[src/rtl/reg_bus_arb.sv]
// N-to-1 arbiter for the NOP/RD/WR register bus with pipelined read-data return.
// Define REG_ARB_FIXED_PRIO_EN for fixed priority (lowest index wins); default is round-robin.
module reg_bus_arb #(
    parameter int NREQ   = 4,
    parameter int DWIDTH = 8,
    parameter int AWIDTH = 8,
    parameter int RD_LAT = 1
) (
    input  logic                     clk,
    input  logic                     rst,
    input  logic [2*NREQ-1:0]        up_op,
    input  logic [AWIDTH*NREQ-1:0]   up_addr,
    input  logic [DWIDTH*NREQ-1:0]   up_wdata,
    output logic [NREQ-1:0]          up_gnt,
    output logic [NREQ-1:0]          up_rvalid,
    output logic [DWIDTH-1:0]        up_rdata,
    output logic [1:0]               dn_op,
    output logic [AWIDTH-1:0]        dn_addr,
    output logic [DWIDTH-1:0]        dn_wdata,
    input  logic [DWIDTH-1:0]        dn_rdata
);

    localparam int IW = (NREQ > 1) ? $clog2(NREQ) : 1;
    localparam logic [1:0] OP_NOP = 2'b00;
    localparam logic [1:0] OP_RD  = 2'b01;
    localparam logic [1:0] OP_WR  = 2'b10;

    // Illegal op 11 is simply not a request, so it can never win or block.
    logic [NREQ-1:0] req;
    generate
        for (genvar gi = 0; gi < NREQ; gi++) begin : g_req
            assign req[gi] = (up_op[2*gi +: 2] == OP_RD) || (up_op[2*gi +: 2] == OP_WR);
        end
    endgenerate

    logic          gnt_any;
    logic [IW-1:0] win_idx;

`ifdef REG_ARB_FIXED_PRIO_EN
    always_comb begin
        gnt_any = 1'b0;
        win_idx = '0;
        for (int k = NREQ - 1; k >= 0; k--) begin
            if (req[k] && !rst) begin
                gnt_any = 1'b1;
                win_idx = IW'(k);
            end
        end
    end
`else
    logic [IW-1:0] ptr_reg;
    logic [IW-1:0] cand;

    // Scan downward so the last hit is the nearest channel after the pointer.
    always_comb begin
        gnt_any = 1'b0;
        win_idx = '0;
        cand    = '0;
        for (int k = NREQ; k >= 1; k--) begin
            cand = IW'((int'(ptr_reg) + k) % NREQ);
            if (req[cand] && !rst) begin
                gnt_any = 1'b1;
                win_idx = cand;
            end
        end
    end

    always_ff @(posedge clk) begin
        if (rst) begin
            ptr_reg <= IW'(NREQ - 1);
        end else if (gnt_any) begin
            ptr_reg <= win_idx;
        end
    end
`endif

    assign up_gnt = gnt_any ? (NREQ'(1) << win_idx) : '0;

    logic [1:0]        win_op;
    logic [AWIDTH-1:0] win_addr;
    logic [DWIDTH-1:0] win_wdata;

    always_comb begin
        win_op    = up_op[2*int'(win_idx) +: 2];
        win_addr  = up_addr[AWIDTH*int'(win_idx) +: AWIDTH];
        win_wdata = up_wdata[DWIDTH*int'(win_idx) +: DWIDTH];
    end

    // Stage 0 is aligned with the downstream RD cycle; stage RD_LAT with dn_rdata.
    logic [RD_LAT:0] vld_reg;
    logic [IW-1:0]   id_reg [RD_LAT+1];

    always_ff @(posedge clk) begin
        if (rst) begin
            dn_op      <= OP_NOP;
            dn_addr    <= '0;
            dn_wdata   <= '0;
            vld_reg[0] <= 1'b0;
            id_reg[0]  <= '0;
        end else begin
            dn_op      <= gnt_any ? win_op : OP_NOP;
            vld_reg[0] <= gnt_any && (win_op == OP_RD);
            id_reg[0]  <= win_idx;
            if (gnt_any) begin
                dn_addr  <= win_addr;
                dn_wdata <= win_wdata;
            end
        end
    end

    generate
        for (genvar gi = 1; gi <= RD_LAT; gi++) begin : g_pipe
            always_ff @(posedge clk) begin
                if (rst) begin
                    vld_reg[gi] <= 1'b0;
                    id_reg[gi]  <= '0;
                end else begin
                    vld_reg[gi] <= vld_reg[gi-1];
                    id_reg[gi]  <= id_reg[gi-1];
                end
            end
        end
    endgenerate

    always_ff @(posedge clk) begin
        if (rst) begin
            up_rvalid <= '0;
            up_rdata  <= '0;
        end else begin
            up_rvalid <= vld_reg[RD_LAT] ? (NREQ'(1) << id_reg[RD_LAT]) : '0;
            if (vld_reg[RD_LAT]) begin
                up_rdata <= dn_rdata;
            end
        end
    end

endmodule
[config.mk]
export PLATFORM = sky130hd
export DESIGN_NAME = reg_bus_arb
export DESIGN_NICKNAME = d
export VERILOG_FILES = /design/src/rtl/reg_bus_arb.sv
export SDC_FILE = /design/constraint.sdc
export NUM_CORES = 1
export LEC_CHECK = 0
export ABC_AREA = 1
export CELL_PAD_IN_SITES_DETAIL_PLACEMENT = 0
export CELL_PAD_IN_SITES_GLOBAL_PLACEMENT = 1
export CORE_MARGIN = 2
export CORE_UTILIZATION = 22
export DETAILED_ROUTE_END_ITERATION = 8
export PLACE_DENSITY_LB_ADDON = 0.1
export SLEW_MARGIN = 25
export SYNTH_ARGS = -nofsm -noshare
export SYNTH_HDL_FRONTEND = slang
export SYNTH_SLANG_ARGS = --single-unit
[constraint.sdc]
create_clock -name clk -period 1.86 [get_ports clk]
set_input_delay 0.372 -clock clk [delete_from_list [all_inputs] [get_ports clk]]
set_output_delay 0.372 -clock clk [all_outputs]
set_load 0.02 [all_outputs]
==> results.yml <==
synthesis:
  syn-num-nets: 418
  synth_cells: 336
  ys_types: 21
  syn-cell-area_sq_um: 2080
  synth.avg_cell_area_sq_um: 6.20
  yosysWarnings: 0
  seq_area_frac_synth_pct: 36.5
  ys_ff_latch: 38
status:
  outcome: "complete, but fails checks"
  violations: "negative setup slack"
timing:
  fin_skew_ns: 0.00595
  rsz0062_at_grt: "true"
  relSlewSlack_pct: 76.8
  hold_viol: 0
  min_period_ns: 2.20
  slew_violations: 0
  post-route-worst-setup-slack_ns: -0.343
  worstMarginPinSlew_ns: 0.347
  post-route-period-util_pct: 118
  max_freq_mhz: 454
  setup_violations: 24
layout:
  n_fill_cell: 950
  antenna_cells: 0
  layout.cells.non_filler: 603
  drive_above_1_share_pct: 24.2
  syn_to_final_growth_pct: 96.0
  final_nets: 573
  utilization_pct: 44.4
  reg.largest.list: "dn_addr (8), dn_wdata (8), up_rdata (8)"
  final_area_sq_um: 4080
global_routing:
  grt_first_pass_wirelength_mm: 12.4
  gr-total-overflow: 0
  grt_max_degree: 22
  globalRouteTotalUtil_pct: 15.2
  grt_pass1_vias: 2607
  grt_antenna_before_repair: 0
route:
  first_pass_iters: 4
  drc_errors: 0
  wl_per_cell_um: 12.6
  vias: 2619
  finalWirelength_mm: 7.60
  via_per_inst: 4.34
  detail_route.iter0.violations: 66
  drtAntennaViolNets: 0
floorplanning:
  start_util_pct: 22.7
  ios: 116
  fp.dieW_um: 101
  die_height_um: 101
  dieArea_sq_um: 10300
  design.core.area_sq_um: 9200
  rows: 35
clock_tree:
  insertion_delay_ns: 0.29
  htree_levels: 2
  clkTransAtPathRegs_ns: 0.08
  cts-root-buf: "clkbuf_8"
  cts_buffer_depth: 2
  tritoncts: "built"
  cts_num_sinks: 38
  numCtsBuffers: 5
placement:
  place_area_sq_um: 3520
  port_buffers: 115
  dp_cells: 573
  gp_congestion: 0.758
  dpl.hpwl_mm: 5.41
worst_setup_path:
  path_max_fanout: 6
  setup.worst_path.start_class: "register"
  path_class: "register to output port"
  worst_ep_required_time_ns: 1.49
  worstPathArrival_ns: 1.83
  worst_setup_path_end_kind: "output port"
pwr:
  powerDensity_nw_per_um2: 1840
  internal_power_uw: 4200
  p_leak_uw: 0.00188
  p_sw_share_pct: 44.2
  p_switching_uw: 3320
  clkPwrFrac_pct: 11.4
  p_comb_share_pct: 70.5
  seq_power_share_pct: 18.1
  vdd_ir_drop_max_uv: 677
hold_path:
  min_path_type: "register to register"
flow_run:
  maxCapViolCount: 0
## final timing paths
path / to / startpoint / slack (ns) / cells after the start
min: id_reg[1][1] / id_reg[0][1] / 0.40 / 2
max: up_gnt[2] / ptr_reg[0] / -0.34 / 15
min reg2reg: id_reg[1][1] / id_reg[0][1] / 0.40 / 2
max reg2reg: dn_addr[1] / ptr_reg[0] / -0.25 / 17
## logic make-up (layout without fill, tap and decap cells)
group	count (synthesis)	after routing	share of synthesized area [%]
buffers and inverters	41	197	9.25
flip-flops	38	38	36.5
AO/OA/AOI/OAI	14	14	3.48
AND/OR/NAND/NOR	243	243	50.8
## cell type report
type	instances	area (sq um)	share of cell area [%]
clock buffer	5	68.8	1.69
clock inverter	3	68.8	1.69
inverter	24	105	2.57
multi-input combinational	257	1340	32.7
sequential	38	768	18.8
tap	111	139	3.40
timing repair buffer	164	1590	39.0
timing repair inverter	1	7.51	0.184
## cell usage in the layout (no fill, tap or decap), types with 2 or more instances in the layout
master	instances
nand2_1	115
clkdlybuf4s50_1	102
nand3_1	56
buf_4	41
dfxtp_1	36
nor2_1	30
nand2_2	14
inv_1	12
o21ai_0	9
nand3_2	8
inv_2	8
dlygate4sd2_1	8
buf_6	8
nand3_4	6
nor2_4	5
clkbuf_8	5
nand2_4	4
inv_6	2
inv_4	2
o21ai_2	2
nor2_2	2
o21ai_1	2
bufinv_16	2
buf_12	2
dfxtp_4	2
## worst max-delay path: stages (launching register included)
cell and delay, ns:
dfxtp_4 0.38, inv_6 0.09, nand2_4 0.05, nand2_4 0.09
inv_4 0.06, nand3_4 0.06, nand3_2 0.07, nand2_1 0.06
nand2_1 0.04, nand2_1 0.05, nand2_1 0.06, nand2_2 0.08
nand2_4 0.07, buf_6 0.13, nor2_4 0.11, buf_6 0.12
## metrics by stage
step	power (uW)	setup slack [ns]	TNS (ns)	hold WS, ns
floorplan	3980	-0.0363	-0.107	0.388
global placement	5610	-1.16	-17.54	0.397
detailed placement	5600	-1.15	-17.79	0.397
CTS	7330	-0.349	-4.30	0.407
global route	8210	-0.445	-7.88	0.415
finish	7530	-0.343	-4.78	0.404
## cells in the mapped netlist, drive strengths merged
library cell / n / share of area (%)
buf: 13 / 4.1
clkbuf: 4 / 0.72
dfxtp: 38 / 37
inv: 24 / 4.4
nand2: 134 / 25
nand3: 70 / 18
nand3b: 1 / 0.36
nor2: 37 / 7.1
nor3: 1 / 0.48
o211ai: 1 / 0.36
o21ai: 13 / 3.1
## power groups by stage
stage	registers [uW]	logic, uW	clock network [uW]
floorplan	1620	2360	0
global placement	1360	4260	0
detailed placement	1350	4240	0
CTS	1350	5080	894
global route	1400	5880	927
finish	1360	5310	857
## layer usage
layer | up-vias | wire length [um] | global-route usage [%]
li1 | 1374 | - | -
met1 | 1157 | 3270 | 18.6
met2 | 76 | 3670 | 25.6
met3 | 12 | 530 | 5.11
met4 | 0 | 129 | 3.85
met5 | - | 0 | 0
## repair_timing
item                       in CTS  in global routing
hold endpoints to repair        0                  0
hold buffers                    0                  0
gates cloned                    2                  1
resized for setup              81                 16
pin swaps                      17                 14
buffers inserted               15                  4
setup endpoints to repair      25                 24
Power figures use the tool's default switching activity.
